`src/rtl/traffic_phase_ctrl_if.sv`:
```
// Bus between the phase controller and its environment: tick, flow levels,
// programmable green durations and hold in; lights and phase status out.
interface traffic_phase_ctrl_if #(
    parameter int NUM_DIR = 2,
    parameter int CNT_W   = 5
);
    localparam int DIR_W = (NUM_DIR > 1) ? $clog2(NUM_DIR) : 1;

    logic                   tick_sec;
    logic [2*NUM_DIR-1:0]   traffic_sel;
    logic [CNT_W-1:0]       green_lo;
    logic [CNT_W-1:0]       green_mid;
    logic [CNT_W-1:0]       green_hi;
    logic                   hold;

    logic [2*NUM_DIR-1:0]   o_light;
    logic [DIR_W-1:0]       o_active_dir;
    logic [1:0]             o_level;
    logic [CNT_W-1:0]       o_remain;
    logic                   o_phase_valid;

    modport master (
        output tick_sec, traffic_sel, green_lo, green_mid, green_hi, hold,
        input  o_light, o_active_dir, o_level, o_remain, o_phase_valid
    );

    modport slave (
        input  tick_sec, traffic_sel, green_lo, green_mid, green_hi, hold,
        output o_light, o_active_dir, o_level, o_remain, o_phase_valid
    );
endinterface

```
`src/rtl/traffic_phase_ctrl.sv`:
```
// Multi-approach traffic-light phase controller. Serves one approach at a
// time through GREEN -> YELLOW -> ALL_RED; green time is chosen per approach
// from its flow level at the moment the phase is loaded.
module traffic_phase_ctrl #(
    parameter int NUM_DIR    = 2,
    parameter int CNT_W      = 5,
    parameter int YELLOW_SEC = 3,
    parameter int ALLRED_SEC = 1
) (
    input  logic                 clk,
    input  logic                 reset,
    traffic_phase_ctrl_if.slave  bus
);
    localparam int DIR_W = (NUM_DIR > 1) ? $clog2(NUM_DIR) : 1;
    localparam logic [CNT_W-1:0] YEL_CNT  = CNT_W'(YELLOW_SEC);
    localparam logic [CNT_W-1:0] RED_CNT  = CNT_W'(ALLRED_SEC);
    localparam logic [DIR_W-1:0] LAST_DIR = DIR_W'(NUM_DIR - 1);

    typedef enum logic [2:0] {
        S_INIT, S_LOAD, S_GREEN, S_YELLOW, S_ALL_RED
    } state_t;

    state_t               r_state;
    logic [DIR_W-1:0]     r_dir;
    logic [1:0]           r_level;
    logic [CNT_W-1:0]     r_remain;
    logic [2*NUM_DIR-1:0] r_light;
    logic                 r_pv;

    logic [1:0]           w_lvl;
    logic [CNT_W-1:0]     w_green;
    logic [DIR_W-1:0]     w_next_dir;
    logic                 w_last_tick;

    // Level of the approach about to be served and its (clamped) green time.
    always_comb begin
        w_lvl = bus.traffic_sel[{r_dir, 1'b0} +: 2];
        case (w_lvl)
            2'b00:   w_green = bus.green_lo;
            2'b01:   w_green = bus.green_mid;
            default: w_green = bus.green_hi;
        endcase
        if (w_green == '0)
            w_green = CNT_W'(1);
        w_next_dir  = (r_dir == LAST_DIR) ? '0 : r_dir + DIR_W'(1);
        w_last_tick = (r_remain == CNT_W'(1));
    end

    // Phase sequencer; every output is a register so the overlay sees clean values.
    always_ff @(posedge clk or posedge reset) begin
        if (reset) begin
            r_state  <= S_INIT;
            r_dir    <= '0;
            r_level  <= '0;
            r_remain <= '0;
            r_light  <= '0;
            r_pv     <= 1'b0;
        end else begin
            r_pv <= 1'b0;
            case (r_state)
                S_INIT: begin
                    r_state <= S_LOAD;
                    r_dir   <= '0;
                end
                S_LOAD: begin
                    // Ticks here are dropped; the full green is loaded instead.
                    r_level  <= w_lvl;
                    r_remain <= w_green;
                    r_light  <= '0;
                    r_light[{r_dir, 1'b0} +: 2] <= 2'b01;
                    r_pv     <= 1'b1;
                    r_state  <= S_GREEN;
                end
                S_GREEN: begin
                    if (bus.tick_sec && !bus.hold) begin
                        if (w_last_tick) begin
                            r_state  <= S_YELLOW;
                            r_remain <= YEL_CNT;
                            r_light[{r_dir, 1'b0} +: 2] <= 2'b10;
                        end else begin
                            r_remain <= r_remain - CNT_W'(1);
                        end
                    end
                end
                S_YELLOW: begin
                    if (bus.tick_sec) begin
                        if (w_last_tick) begin
                            r_light <= '0;
                            if (ALLRED_SEC > 0) begin
                                r_state  <= S_ALL_RED;
                                r_remain <= RED_CNT;
                            end else begin
                                r_state  <= S_LOAD;
                                r_remain <= '0;
                                r_dir    <= w_next_dir;
                            end
                        end else begin
                            r_remain <= r_remain - CNT_W'(1);
                        end
                    end
                end
                S_ALL_RED: begin
                    if (bus.tick_sec) begin
                        if (w_last_tick) begin
                            r_state <= S_LOAD;
                            r_dir   <= w_next_dir;
                        end
                        r_remain <= r_remain - CNT_W'(1);
                    end
                end
                default: begin
                    r_state <= S_INIT;
                    r_light <= '0;
                end
            endcase
        end
    end

    assign bus.o_light       = r_light;
    assign bus.o_active_dir  = r_dir;
    assign bus.o_level       = r_level;
    assign bus.o_remain      = r_remain;
    assign bus.o_phase_valid = r_pv;
endmodule

```
`src/flat_wrapper.sv`:
```
// flat-port wrapper written by rule: the top's interface ports become plain ports
module traffic_phase_ctrl_flat 
#(
    parameter int NUM_DIR    = 2,
    parameter int CNT_W      = 5,
    parameter int YELLOW_SEC = 3,
    parameter int ALLRED_SEC = 1
)
  (clk, reset, bus_tick_sec, bus_traffic_sel, bus_green_lo, bus_green_mid, bus_green_hi, bus_hold, bus_o_light, bus_o_active_dir, bus_o_level, bus_o_remain, bus_o_phase_valid);
  traffic_phase_ctrl_if #(.NUM_DIR(NUM_DIR), .CNT_W(CNT_W)) bus_i ();
  input  logic clk;
  input  logic reset;
  input wire logic [$bits(bus_i.tick_sec)-1:0] bus_tick_sec;
  input wire logic [$bits(bus_i.traffic_sel)-1:0] bus_traffic_sel;
  input wire logic [$bits(bus_i.green_lo)-1:0] bus_green_lo;
  input wire logic [$bits(bus_i.green_mid)-1:0] bus_green_mid;
  input wire logic [$bits(bus_i.green_hi)-1:0] bus_green_hi;
  input wire logic [$bits(bus_i.hold)-1:0] bus_hold;
  output wire logic [$bits(bus_i.o_light)-1:0] bus_o_light;
  output wire logic [$bits(bus_i.o_active_dir)-1:0] bus_o_active_dir;
  output wire logic [$bits(bus_i.o_level)-1:0] bus_o_level;
  output wire logic [$bits(bus_i.o_remain)-1:0] bus_o_remain;
  output wire logic [$bits(bus_i.o_phase_valid)-1:0] bus_o_phase_valid;
  assign bus_i.tick_sec = bus_tick_sec;
  assign bus_i.traffic_sel = bus_traffic_sel;
  assign bus_i.green_lo = bus_green_lo;
  assign bus_i.green_mid = bus_green_mid;
  assign bus_i.green_hi = bus_green_hi;
  assign bus_i.hold = bus_hold;
  assign bus_o_light = bus_i.o_light;
  assign bus_o_active_dir = bus_i.o_active_dir;
  assign bus_o_level = bus_i.o_level;
  assign bus_o_remain = bus_i.o_remain;
  assign bus_o_phase_valid = bus_i.o_phase_valid;
  traffic_phase_ctrl #(.NUM_DIR(NUM_DIR), .CNT_W(CNT_W), .YELLOW_SEC(YELLOW_SEC), .ALLRED_SEC(ALLRED_SEC)) u_core (.clk(clk), .reset(reset), .bus(bus_i));
endmodule
```
`config.mk`:
```
export PLATFORM = sky130hd
export DESIGN_NAME = traffic_phase_ctrl_flat
export DESIGN_NICKNAME = d
export VERILOG_FILES = /design/src/rtl/traffic_phase_ctrl_if.sv /design/src/rtl/traffic_phase_ctrl.sv /design/src/flat_wrapper.sv
export SDC_FILE = /design/constraint.sdc
export NUM_CORES = 1
export LEC_CHECK = 0
export ABC_AREA = 1
export CAP_MARGIN = 20
export CORE_ASPECT_RATIO = 0.5
export CORE_UTILIZATION = 30
export DETAILED_ROUTE_END_ITERATION = 12
export MAX_ROUTING_LAYER = met4
export PLACE_DENSITY_LB_ADDON = 0.12
export SYNTH_ARGS = -nofsm -noshare
export SYNTH_HDL_FRONTEND = slang
export SYNTH_SLANG_ARGS = --single-unit
```
`constraint.sdc`:
```
create_clock -name clk -period 2.1 [get_ports clk]
set_input_delay 0.21 -clock clk [delete_from_list [all_inputs] [get_ports clk]]
set_output_delay 0.21 -clock clk [all_outputs]
set_load 0.05 [all_outputs]
```
==> metrics.txt <==
P&R area growth vs syn=44.26%; vias per cell=4.690; slowest stage delay, CP=0.44 ns; die area=0.003702 mm²; register area share after synthesis=38.69%; vias in the first global route=1031; clk_lat worst skew=0.26 ns; Worst Hold Class=input pin to async pin; Worst path most repeated cell=nand2_1; CP arrival=1.97 ns; most used flip-flop cell after synthesis=dfrtp_1; hold_buf cts=0; GR Overflow Total=0; Tightest Pin Transition=0.6432 ns; number of vias after detailed routing=1060; TritonCTS Buffers=3; Routed WL=2.669 mm; Post-synth top cells=nand2_1, inv_1, nand3_1; worst-path maximum fanout=12; first-pass GRT wire length=4.643 mm; syn_area_per_cell=7.039 µm²; Top Ports=36; async set or reset register ratio after synthesis=100.0%; Root Buffer=clkbuf_8; number of synthesized flops with an enable pin=0; fmax=561.8 MHz; PD cells=1668 mW/mm²; post-route cell area=0.001493 mm²; H-tree depth=1; Synth Register Bits=16; core area=0.003136 mm²; largest net degree at the start of global routing=17; Max Cap Viol=0; Final Hold Viols=0; DIE WIDTH=85.06 µm; worst vdd ir=0.0007012 V; crit path cell chain=inv_2 -> nand2_1 -> nand2_1 -> inv_1 -> nand2_1 -> nand3_1 -> nor2_1 -> nand2_1 -> nand2_1 -> nand2_1 -> a21oi_1; Setup TNS=0 ns; CTS Buffer Depth=2; syn_nets=172; CP Capture Type=flip-flop; clock sink count=16; final net count=212; Cell variety after synth=24; die height=43.53 µm; Post-Place Cell Area=0.001438 mm²; port buffer count=35; YS warnings=0; Post-Syn Area=0.001035 mm²; clock period minus final worst setup slack=1.780 ns; Starting Density=33.00%; slowest CP cell=dfrtp_1; std cell rows=14; top-count cell post-synth=nand2_1; Post-Synthesis Cells=147; Area contributors post-synth=dfrtp_1, nand2_1, nand3_1, inv_1, a21oi_1; leak pwr=0.7053 nW; relative max-transition margin=57.07%; CTS tree=built; RSZ-0062 raised after global routing=false; hpwl dp=2.093 mm; Reg clk slew, reported paths=0.07 ns; status=finished clean; Startpoint Class=flip-flop; Critical Path RT=2.29 ns; Post-CTS Setup Bufs=0; Detailed Routing Iterations Pass 1=4; endpoints failing setup=0; fin crit share=84.77%; Wirelength per Cell=11.81 µm; CTS-repair resized insts=0; GRT Overall Usage=16.79%; top cell type's share of synthesized area=38.69%; cell accounting for the most synthesized area=dfrtp_1; DRC=0; Final ANT Viol Nets=0; antenna violations before repair=0; crit path kind=flip-flop to flip-flop; Max Slew Vio Count=0; share of post-route cells with drive strength above 1=9.677%; final antenna diode count=0; drt initial violations=32; worst clock skew=0.004972 ns; Final Wtd Congestion=0.8017
## where the power goes
group	switching (W)	internal, W	leakage [nW]
registers	0.000116	0.000449	0.197
logic	0.00109	0.000555	0.479
clock network	0.000117	0.000167	0.0288
total	0.00132	0.00117	0.705
## flip-flops by register name, indices dropped and copies added, names as in the netlist
register / count
u_core.bus.o_phase_valid: 1
u_core.bus.o_level: 2
u_core.bus.o_remain: 5
u_core.bus.o_active_dir: 1
u_core.r_state: 3
u_core.bus.o_light: 4
## final timing paths
check | start | endpoint | slack (ns) | depth (start not counted)
max | u_core.bus.o_active_dir$_DFFE_PP0P_ | u_core.bus.o_remain[0]$_DFFE_PP0P_ | 0.32 | 11
min | reset | u_core.r_state[1]$_DFFE_PP0P_ | 0.34 | 2
max reg2reg | u_core.bus.o_active_dir$_DFFE_PP0P_ | u_core.bus.o_remain[0]$_DFFE_PP0P_ | 0.32 | 11
min reg2reg | u_core.bus.o_level[1]$_DFFE_PP0P_ | u_core.bus.o_level[1]$_DFFE_PP0P_ | 0.49 | 2
max in group asynchronous | reset | u_core.bus.o_active_dir$_DFFE_PP0P_ | 1.34 | 2
min in group clk | u_core.bus.o_level[1]$_DFFE_PP0P_ | u_core.bus.o_level[1]$_DFFE_PP0P_ | 0.49 | 2
## area by class of cell
class,instances,area [µm²]
flip-flops and latches,16,400.4
clock buffers,4,55.05
inverters,28,105.1
repair buffers,36,357.8
fillers,329,1643
well taps,40,50.05
multi-input cells,102,524.3
## per-stage QoR
step / setup WS [ns] / total power [W] / util (%) / hold slack [ns] / instances
after CTS: 0.3350 / 0.002503 / 47.61 / 0.3686 / 226
after floorplan: 0.3462 / 0.001741 / - / 0.1237 / 147
after global placement: 0.3289 / 0.002205 / 45.85 / 0.4734 / 222
final: 0.3199 / 0.002490 / 47.61 / 0.3414 / 226
after global routing: 0.02098 / 0.002695 / 47.61 / 0.4071 / 226
after detailed placement: 0.2876 / 0.002206 / 45.85 / 0.4858 / 222
## kinds of logic after synthesis
kind of cell               synth area share, %
AOI/OAI and AO/OA                        15.48
xor gates and xnor gates                0.8466
adders and majority gates                2.418
buffers and inverters                    10.64
DFF                                      38.69
and+or+nand+nor                          31.92
## worst max-delay path, delay by kind of cell (launching register included)
family,cells,cell delay (ns)
flip-flops,1,0.44
AO/OA/AOI/OAI,1,0.12
buffers and inverters,2,0.33
AND/OR/NAND/NOR,8,0.83
## cells in the final DEF, fill, tap and decap left out, types with 4 or more instances in the layout
cell type,n
a21oi_1,9
clkbuf_8,4
clkdlybuf4s50_1,35
dfrtp_1,16
inv_1,24
inv_2,4
nand2_1,31
nand3_1,20
nor2_1,9
o21ai_0,7
o21ai_1,6
## layer usage
| metal | share of wire, % | vias up | global-route usage (%) |
|---|---|---|---|
| met3 | 3.9 | 4 | 5.143 |
| met5 | 0 | - | - |
| met2 | 43 | 21 | 26.13 |
| met4 | 0.52 | 0 | 2.034 |
| met1 | 52 | 481 | 22.31 |
| li1 | - | 554 | - |
Power figures use the tool's default switching activity.
